File: src/rtl/param_ram_writer_pkg.sv
// Shared widths, field masks and FSM state type for the parameter RAM write path.
// The MIDI decoder imports the same field masks so both ends agree on bit positions.
package param_ram_writer_pkg;

  localparam int DEF_VOICE_W     = 8;
  localparam int DEF_PARAM_W     = 16;
  localparam int DEF_FIFO_DEPTH  = 8;
  localparam int DEF_MAX_PER_WIN = 4;

  localparam logic [15:0] PMASK_WAVE    = 16'h0003;
  localparam logic [15:0] PMASK_ATTACK  = 16'h001C;
  localparam logic [15:0] PMASK_DECAY   = 16'h00E0;
  localparam logic [15:0] PMASK_SUSTAIN = 16'h0F00;
  localparam logic [15:0] PMASK_RELEASE = 16'hF000;

  typedef enum logic [2:0] {
    ST_IDLE,
    ST_RD,
    ST_WAIT,
    ST_WR,
    ST_DONE,
    ST_HOLD
  } wr_state_t;

endpackage

File: src/rtl/param_ram_writer_if.sv
// Bundle of the decoder event port, the voice-controller window handshake and the RAM port.
interface param_ram_writer_if
  import param_ram_writer_pkg::*;
#(
  parameter int VOICE_W = DEF_VOICE_W,
  parameter int PARAM_W = DEF_PARAM_W
);

  logic               evt_valid;
  logic               evt_ready;
  logic [VOICE_W-1:0] evt_voice;
  logic [PARAM_W-1:0] evt_mask;
  logic [PARAM_W-1:0] evt_data;
  logic               win_req;
  logic               win_done;
  logic [VOICE_W-1:0] ram_address;
  logic [PARAM_W-1:0] ram_data;
  logic               ram_we;
  logic [PARAM_W-1:0] ram_q;

  modport slave (
    input  evt_valid, evt_voice, evt_mask, evt_data, win_req, ram_q,
    output evt_ready, win_done, ram_address, ram_data, ram_we
  );

  modport master (
    output evt_valid, evt_voice, evt_mask, evt_data, win_req, ram_q,
    input  evt_ready, win_done, ram_address, ram_data, ram_we
  );

endinterface

File: src/rtl/param_ram_writer_fifo.sv
// Synchronous update buffer; show-ahead head entry and registered full/empty flags.
module param_ram_writer_fifo #(
  parameter int WIDTH = 40,
  parameter int DEPTH = 8
) (
  input  logic                     clk,
  input  logic                     reset,
  input  logic                     push,
  input  logic                     pop,
  input  logic [WIDTH-1:0]         din,
  output logic [WIDTH-1:0]         head,
  output logic                     full,
  output logic                     empty,
  output logic [$clog2(DEPTH):0]   count
);

  localparam int AW = $clog2(DEPTH);

  logic [WIDTH-1:0] mem [DEPTH];
  logic [AW:0]      wr_ptr, rd_ptr, wr_nxt, rd_nxt;
  logic             do_push, do_pop;

  assign do_push = push & ~full;
  assign do_pop  = pop & ~empty;
  assign wr_nxt  = wr_ptr + {{AW{1'b0}}, do_push};
  assign rd_nxt  = rd_ptr + {{AW{1'b0}}, do_pop};
  assign head    = mem[rd_ptr[AW-1:0]];
  assign count   = wr_ptr - rd_ptr;

  // Extra pointer MSB separates full (MSBs differ) from empty (MSBs equal).
  always_ff @(posedge clk or negedge reset) begin
    if (!reset) begin
      wr_ptr <= '0;
      rd_ptr <= '0;
      full   <= 1'b0;
      empty  <= 1'b1;
    end else begin
      wr_ptr <= wr_nxt;
      rd_ptr <= rd_nxt;
      empty  <= (wr_nxt == rd_nxt);
      full   <= (wr_nxt[AW] != rd_nxt[AW]) && (wr_nxt[AW-1:0] == rd_nxt[AW-1:0]);
    end
  end

  always_ff @(posedge clk) begin
    if (do_push) mem[wr_ptr[AW-1:0]] <= din;
  end

endmodule

File: src/rtl/param_ram_writer.sv
// Buffers parameter updates and commits them as masked read-modify-writes inside the
// update window granted by the voice controller.
//
// state | meaning
// IDLE  | RAM not granted; waiting for win_req
// RD    | drive head entry's voice address
// WAIT  | RAM samples the address
// WR    | merge ram_q with head field, write, pop
// DONE  | pulse win_done, hand the RAM back
// HOLD  | wait for win_req to drop (one window per request)
module param_ram_writer
  import param_ram_writer_pkg::*;
#(
  parameter int VOICE_W     = DEF_VOICE_W,
  parameter int PARAM_W     = DEF_PARAM_W,
  parameter int FIFO_DEPTH  = DEF_FIFO_DEPTH,
  parameter int MAX_PER_WIN = DEF_MAX_PER_WIN
) (
  input  logic              clk,
  input  logic              reset,
  param_ram_writer_if.slave bus
);

  localparam int ENTRY_W = VOICE_W + 2 * PARAM_W;
  localparam int CNT_W   = $clog2(FIFO_DEPTH) + 1;
  localparam int N_W     = $clog2(MAX_PER_WIN + 1);

  wr_state_t          state;
  logic [N_W-1:0]     n;
  logic               full, empty, push, pop, last_entry;
  logic [ENTRY_W-1:0] head;
  logic [CNT_W-1:0]   count;
  logic [VOICE_W-1:0] head_voice;
  logic [PARAM_W-1:0] head_mask, head_data, merged;
  logic [VOICE_W-1:0] ram_address_r;
  logic [PARAM_W-1:0] ram_data_r;
  logic               ram_we_r, win_done_r;

  assign push          = bus.evt_valid & ~full;
  assign pop           = (state == ST_WR);
  assign bus.evt_ready = ~full;

  assign {head_voice, head_mask, head_data} = head;
  assign merged = (bus.ram_q & ~head_mask) | (head_data & head_mask);
  // A push landing on the same edge as the pop keeps the window going.
  assign last_entry = (count == CNT_W'(1)) && !push;

  param_ram_writer_fifo #(
    .WIDTH (ENTRY_W),
    .DEPTH (FIFO_DEPTH)
  ) u_fifo (
    .clk   (clk),
    .reset (reset),
    .push  (push),
    .pop   (pop),
    .din   ({bus.evt_voice, bus.evt_mask, bus.evt_data}),
    .head  (head),
    .full  (full),
    .empty (empty),
    .count (count)
  );

  always_ff @(posedge clk or negedge reset) begin
    if (!reset) begin
      state         <= ST_IDLE;
      n             <= '0;
      ram_address_r <= '0;
      ram_data_r    <= '0;
      ram_we_r      <= 1'b0;
      win_done_r    <= 1'b0;
    end else begin
      win_done_r <= 1'b0;
      case (state)
        ST_IDLE: begin
          ram_we_r <= 1'b0;
          n        <= '0;
          if (bus.win_req) state <= empty ? ST_DONE : ST_RD;
        end
        ST_RD: begin
          ram_we_r <= 1'b0;
          if (!bus.win_req) begin
            state <= ST_IDLE;
          end else begin
            ram_address_r <= head_voice;
            state         <= ST_WAIT;
          end
        end
        ST_WAIT: begin
          state <= bus.win_req ? ST_WR : ST_IDLE;
        end
        ST_WR: begin
          // An abort arriving here still completes this one write.
          ram_data_r <= merged;
          ram_we_r   <= 1'b1;
          n          <= n + N_W'(1);
          if (!bus.win_req)
            state <= ST_IDLE;
          else if (last_entry || n == N_W'(MAX_PER_WIN - 1))
            state <= ST_DONE;
          else
            state <= ST_RD;
        end
        ST_DONE: begin
          ram_we_r <= 1'b0;
          if (!bus.win_req) begin
            state <= ST_IDLE;
          end else begin
            win_done_r <= 1'b1;
            state      <= ST_HOLD;
          end
        end
        ST_HOLD: begin
          ram_we_r <= 1'b0;
          if (!bus.win_req) state <= ST_IDLE;
        end
        default: begin
          ram_we_r <= 1'b0;
          state    <= ST_IDLE;
        end
      endcase
    end
  end

  assign bus.ram_address = ram_address_r;
  assign bus.ram_data    = ram_data_r;
  assign bus.ram_we      = ram_we_r;
  assign bus.win_done    = win_done_r;

endmodule

File: src/flat_wrapper.sv
// flat-port wrapper written by rule: the top's interface ports become plain ports
module param_ram_writer_flat import param_ram_writer_pkg::*;
#(
  parameter int VOICE_W     = DEF_VOICE_W,
  parameter int PARAM_W     = DEF_PARAM_W,
  parameter int FIFO_DEPTH  = DEF_FIFO_DEPTH,
  parameter int MAX_PER_WIN = DEF_MAX_PER_WIN
)
  (clk, reset, bus_evt_valid, bus_evt_voice, bus_evt_mask, bus_evt_data, bus_win_req, bus_ram_q, bus_evt_ready, bus_win_done, bus_ram_address, bus_ram_data, bus_ram_we);
  param_ram_writer_if #(.VOICE_W(VOICE_W), .PARAM_W(PARAM_W)) bus_i ();
  input  logic clk;
  input  logic reset;
  input wire logic [$bits(bus_i.evt_valid)-1:0] bus_evt_valid;
  input wire logic [$bits(bus_i.evt_voice)-1:0] bus_evt_voice;
  input wire logic [$bits(bus_i.evt_mask)-1:0] bus_evt_mask;
  input wire logic [$bits(bus_i.evt_data)-1:0] bus_evt_data;
  input wire logic [$bits(bus_i.win_req)-1:0] bus_win_req;
  input wire logic [$bits(bus_i.ram_q)-1:0] bus_ram_q;
  output wire logic [$bits(bus_i.evt_ready)-1:0] bus_evt_ready;
  output wire logic [$bits(bus_i.win_done)-1:0] bus_win_done;
  output wire logic [$bits(bus_i.ram_address)-1:0] bus_ram_address;
  output wire logic [$bits(bus_i.ram_data)-1:0] bus_ram_data;
  output wire logic [$bits(bus_i.ram_we)-1:0] bus_ram_we;
  assign bus_i.evt_valid = bus_evt_valid;
  assign bus_i.evt_voice = bus_evt_voice;
  assign bus_i.evt_mask = bus_evt_mask;
  assign bus_i.evt_data = bus_evt_data;
  assign bus_i.win_req = bus_win_req;
  assign bus_i.ram_q = bus_ram_q;
  assign bus_evt_ready = bus_i.evt_ready;
  assign bus_win_done = bus_i.win_done;
  assign bus_ram_address = bus_i.ram_address;
  assign bus_ram_data = bus_i.ram_data;
  assign bus_ram_we = bus_i.ram_we;
  param_ram_writer #(.VOICE_W(VOICE_W), .PARAM_W(PARAM_W), .FIFO_DEPTH(FIFO_DEPTH), .MAX_PER_WIN(MAX_PER_WIN)) u_core (.clk(clk), .reset(reset), .bus(bus_i));
endmodule
File: config.mk
export PLATFORM = sky130hd
export DESIGN_NAME = param_ram_writer_flat
export DESIGN_NICKNAME = d
export VERILOG_FILES = /design/src/rtl/param_ram_writer_pkg.sv /design/src/rtl/param_ram_writer_if.sv /design/src/rtl/param_ram_writer_fifo.sv /design/src/rtl/param_ram_writer.sv /design/src/flat_wrapper.sv
export SDC_FILE = /design/constraint.sdc
export NUM_CORES = 1
export LEC_CHECK = 0
export CAP_MARGIN = 20
export CORE_MARGIN = 4
export CORE_UTILIZATION = 63
export DETAILED_ROUTE_END_ITERATION = 6
export PLACE_DENSITY = 0.85
export SYNTH_ARGS = -nofsm -noshare
export SYNTH_HDL_FRONTEND = slang
export SYNTH_HIERARCHICAL = 1
export SYNTH_SLANG_ARGS = --single-unit
export TNS_END_PERCENT = 5
File: constraint.sdc
create_clock -name clk -period 8.7 [get_ports clk]
set_input_delay 1.74 -clock clk [delete_from_list [all_inputs] [get_ports clk]]
set_output_delay 1.74 -clock clk [all_outputs]
set_load 0.02 [all_outputs]
* Word level (Yosys, flattened, before mapping) *
Memory sizes are Yosys's and may differ from the RTL's.
Cells that the tools add are included.

cells by class
  eq/ne operators = 12
  $add $sub $neg = 4
  mux-type cells = 15
  bitwise operators = 9
  reduce and logical (&&, ||, !) cells = 8

operators with widths
  cell                   count
  $and A16 B16 Y16       2
  $mux W3                6
  $pmux W3 S6            1
  $not A16 Y16           1
  $or A16 B16 Y16        1
  $eq A3 B2 Y1 const B   3
  $add A4 B1 Y4          2
  $eq A3 B3 Y1 const B   2
  $pmux W3 S2            1
  $eq A4 B1 Y1 const B   1
  $eq A4 B4 Y1           1
  $mux W1                4
  $mux W2                2
  $ne A2 B2 Y1 const B   2
  $reduce_and A2 Y1      2
  $sub A4 B4 Y4          1
  $add A3 B1 Y3 const B  1
  $and A1 B1 Y1          3
  $eq A3 B1 Y1 const B   1
  $eq A3 B3 Y1           1
  $logic_not A3 Y1       1
  $logic_and A1 B1 Y1    2
  $not A1 Y1             2
  $pmux W1 S2            1
  4 further kinds        4

storage, ports and cells
  input bits = 60
  bits in registers = 42
  bits in writable memories = 320
  memories = 1
  logic and storage cells = 59
  output and inout bits = 27

memory list
  name               words  width  rd ports  clocked after memory_dff  write ports  line                         RTL
  u_core.u_fifo.mem  8      40     1         0                         1            param_ram_writer_fifo.sv:19  logic [WIDTH-1:0] mem [DEPTH];

* Depth between registers and ports, before layout *
  word-level depth = 8
  depth in mapped cells = 10
  mapped depth without buffers = 9

* By module *
Netlist, hierarchy kept.

by module, submodules not included
  module                 cells each  instances  sequential area each (um^2)  area an instance (um^2)
  param_ram_writer_fifo  605         1          9860.7                       12647.1
  param_ram_writer       129         1          800.8                        1517.7

* Least setup slack after synthesis *
Ideal clock, no wire load.

  path kind = input to register
  start = in bus_evt_valid
  end = mem u_core.u_fifo.mem[1][0], enable pin
  setup slack = 3.304 ns
  setup time = 0.487 ns
  path buffers = 0
  required time = 8.213 ns
  cell stages on the path = 5
  arrival = 4.909 ns
  path through = nand2b_1 > inv_1 > nor2b_1 > nand2_1 > nor3_1

on the way
  word-level cells in the longest chain between the ends = 4

ends and longest elaborated chain
  what                           line                         RTL
  from (decl)                    flat_wrapper.sv:13           input wire logic [$bits(bus_i.evt_valid)-1:0] bus_evt_valid;
  $and A1 B1 Y1                  param_ram_writer.sv:39       assign push = bus.evt_valid & ~full;
  net u_core.push                param_ram_writer.sv:30       logic full, empty, push, pop, last_entry;
  $and A1 B1 Y1                  param_ram_writer_fifo.sv:23  assign do_push = push & ~full;
  $mux W1                        param_ram_writer_fifo.sv:46  if (do_push) mem[wr_ptr[AW-1:0]] <= din;
  $mux W1 (implied by the code)  param_ram_writer_fifo.sv:46
  to (decl)                      param_ram_writer_fifo.sv:19

The timed path passes the listed nets, and every way through them passes these cells.

* Worst setup path in the final report *
  start = in bus_evt_valid
  end = mem u_core.u_fifo.mem[1][29], enable pin

The elaborated chain is that of the path after synthesis.

==> results by group <==
Run status
  – Status: finished clean

Run
  – Maxcap violations: 0

Clock network
  – Clock buffer count from CTS: 36
  – PostCTS Resize Cnt: 0
  – CTS root buffer: clkbuf_16
  – # clock sinks: 362
  – Clk buf depth: 3
  – CTS tree: done
  – CTS Hold Bufs: 0
  – Clock slew at reported path FFs: 0.06 ns
  – H-tree levels: 2
  – Clock Latency Late Sink: 0.52 ns
  – Post-CTS setup buffers: 0

Routing
  – Drt total wl: 30.8 mm
  – Starting DRT DRC Count: 741
  – # DRC: 0
  – Routed vias/inst: 6.36
  – Pre-antenna DRT Iters: 5
  – Vias: 7,290
  – Routed Antenna Nets: 0
  – Post-DR wirelength/cell: 26.9 um

Critical path
  – Top delay family on crit path: buffers and inverters
  – Worst path slowest cell: buf_4
  – Critical Path AT: 3.68 ns
  – Crit path buf inv count: 3
  – Slowest stage delay, CP: 0.59 ns
  – CP cell instances: clkdlybuf4s50_1 -> nand2b_1 -> inv_1 -> nor2b_1 -> nand2_1 -> nor3_2 -> buf_4
  – Critical Path End Type: flop
  – Kind of critical path: in -> reg
  – Worst Setup Start Kind: input port
  – Crit path max fanout: 40
  – Required time of the critical path: 8.83 ns

Floorplanning
  – Die X: 158 um
  – Die H: 158 um
  – Standard-cell rows: 54
  – Starting density of the core: 0.645
  – Core Region: 0.0220 mm2
  – Top Ports: 87
  – DIE AREA: 0.0249 mm2

Hold path
  – Worst min-delay path class: reg -> reg

Finish
  – Area growth syn-to-layout: 16.1%
  – Layout cell share with drive strength beyond 1: 0.197
  – Nets: 909
  – # fillers: 1,144
  – Final design utilization: 0.749
  – ANT cells: 0

Pwr
  – Power per Cell Area: 333 mW/mm2
  – Total design power: 5.48 mW
  – VDD IR max: 190 uV
  – Leak Pwr: 5.75 nW

STA
  – Final Slew Violations: 0
  – Fmax achieved: 282 MHz
  – Worst slew margin: 0.387
  – RSZ-0062 raised after global routing: false
  – Min Clock Period, post-route: 3.55 ns
  – Setup Skew: 0.0174 ns
  – Worst-margin pin slew: 0.920 ns
  – Fin Setup TNS: 0 ns
  – Final setup fails: 0
  – Final period util: 0.408
  – Hold Vio Cnt, Final: 0

Global routing
  – Initial antenna violation count: 0
  – Number of global-route vias before repair: 7,718
  – GR Overflow Total: 0
  – Largest net degree at the start of global routing: 50
  – Global-route wire length before repair: 46.5 mm
  – Gr usage total: 0.254

Yosys
  – Mapped cell area: 0.0142 mm2
  – EDFF count, synth: 320
  – Yosys top cell by area: edfxtp_1
  – Synth Area per Inst: 19.3 um2
  – Yosys warns: 6
  – Most numerous cell in the Yosys netlist: edfxtp_1
  – Largest cells by area after synthesis: edfxtp_1, mux4_2, dfrtp_1, nand2_1, mux2i_1
  – Top cells by count, synth: edfxtp_1, nand2_1, mux4_2
  – Ys flop type: edfxtp_1
  – Synth unique cells: 43
  – Seq/Total Area, Yosys: 0.753
  – Yosys top cell area share: 0.678
  – Post-Synthesis Net Count: 804
  – Ys async rst share: 0.116
  – #FFs+latches synth: 362
  – Cells after synthesis: 734

Placed design
  – # port buffers: 86
  – Gpl congestion: 0.832
  – Dpl hpwl: 16.7 mm
layout make-up:
class | count | area [um2] | area share
clock inverters | 16 | 139 | 0.00844
clock buffers | 49 | 991 | 0.0602
inverters | 14 | 52.6 | 0.00319
multi-input cells | 325 | 3280 | 0.199
repair buffers | 100 | 973 | 0.0592
well taps | 280 | 350 | 0.0213
flip-flops and latches | 362 | 10700 | 0.648
placed cells by master, fill, tap and decap left out, types with 2 or more instances in the layout:
cell             Yosys  final
a211oi_1             2      2
a21o_1               2      2
a21oi_1              2      2
a22o_1               3      3
buf_4                2     13
bufinv_16            0      2
clkbuf_1             5     10
clkbuf_16            0     37
clkbuf_8             0      2
clkdlybuf4s50_1      0     85
clkinv_1             0      4
clkinv_2             0      6
dfrtp_1             41     39
edfxtp_1           320    320
ha_1                 9      9
inv_1               14     14
inv_6                0      3
mux2_2               7      7
mux2i_1             17     17
mux4_2              80     80
nand2_1            139    139
nand2b_1             2      2
nand2b_4             2      2
nand3_1              3      3
nor2_1               8      2
nor2_4               0      6
nor2b_1              3      3
nor3_2               0      2
nor3b_1              2      2
o21ai_0             14     14
o21ai_1              2      2
xnor2_1              3      3
xor2_1               9      9
per-layer routing:
layer  part of all wire  global-route usage
met5                  0                   0
met4              0.037              0.0881
met3              0.076              0.0418
met2               0.53               0.439
met1               0.36               0.336
worst paths after layout:
kind                                                         end  slack [ns]  cells past startpoint                             startpoint
max                           u_core/u_fifo/mem[1][29]$_DFFE_PP_        5.15                      7                          bus_evt_valid
min                        u_core/bus.ram_address[1]$_DFFE_PN0P_        0.48                      1  u_core/bus.ram_address[1]$_DFFE_PN0P_
max reg2reg                   u_core/bus.ram_data[0]$_DFFE_PN0P_        5.58                      6      u_core/u_fifo/rd_ptr[0]$_DFF_PN0_
min reg2reg                u_core/bus.ram_address[1]$_DFFE_PN0P_        0.48                      1  u_core/bus.ram_address[1]$_DFFE_PN0P_
max in group asynchronous          u_core/u_fifo/empty$_DFF_PN1_        6.90                      2                                  reset
min in group asynchronous     u_core/bus.ram_data[6]$_DFFE_PN0P_        1.20                      1                                  reset
state kept, by name, summed over array words and instances (netlist names), 3 cells and up:
signal	flops
u_core/n	3
u_core/state	3
u_core/u_fifo/mem	320
u_core/u_fifo/rd_ptr	4
u_core/u_fifo/wr_ptr	4
u_core/bus.ram_address	8
u_core/bus.ram_data	16
power by group:
group | total, mW | switching, mW | leakage [nW] | internal, mW
clock | 1.48 | 0.622 | 0.554 | 0.863
sequential | 2.41 | 0.205 | 3.42 | 2.20
combinational | 1.59 | 0.859 | 1.77 | 0.729
kinds of logic after synthesis:
kind of cell	synth area share
mux	0.146
flops	0.753
compound gates	0.0125
fa+ha+maj	0.00936
buf+inv	0.0199
xor+xnor	0.00742
simple gates	0.0526
stage by stage:
step / area [um2] / instances / hold slack, ns / setup slack, ns
6_report: 16400 / 1146 / 0.484 / 5.15
5_1_grt: 16400 / 1146 / 0.509 / 5.01
4_1_cts: 16400 / 1145 / 0.493 / 5.16
3_5_place_dp: 15300 / 1080 / 0.480 / 4.69
3_3_place_gp: 15300 / 1080 / 0.463 / 4.77
2_1_floorplan: 14200 / 734 / 0.466 / 3.30
No activity file was read; power rests on OpenSTA's default activity.
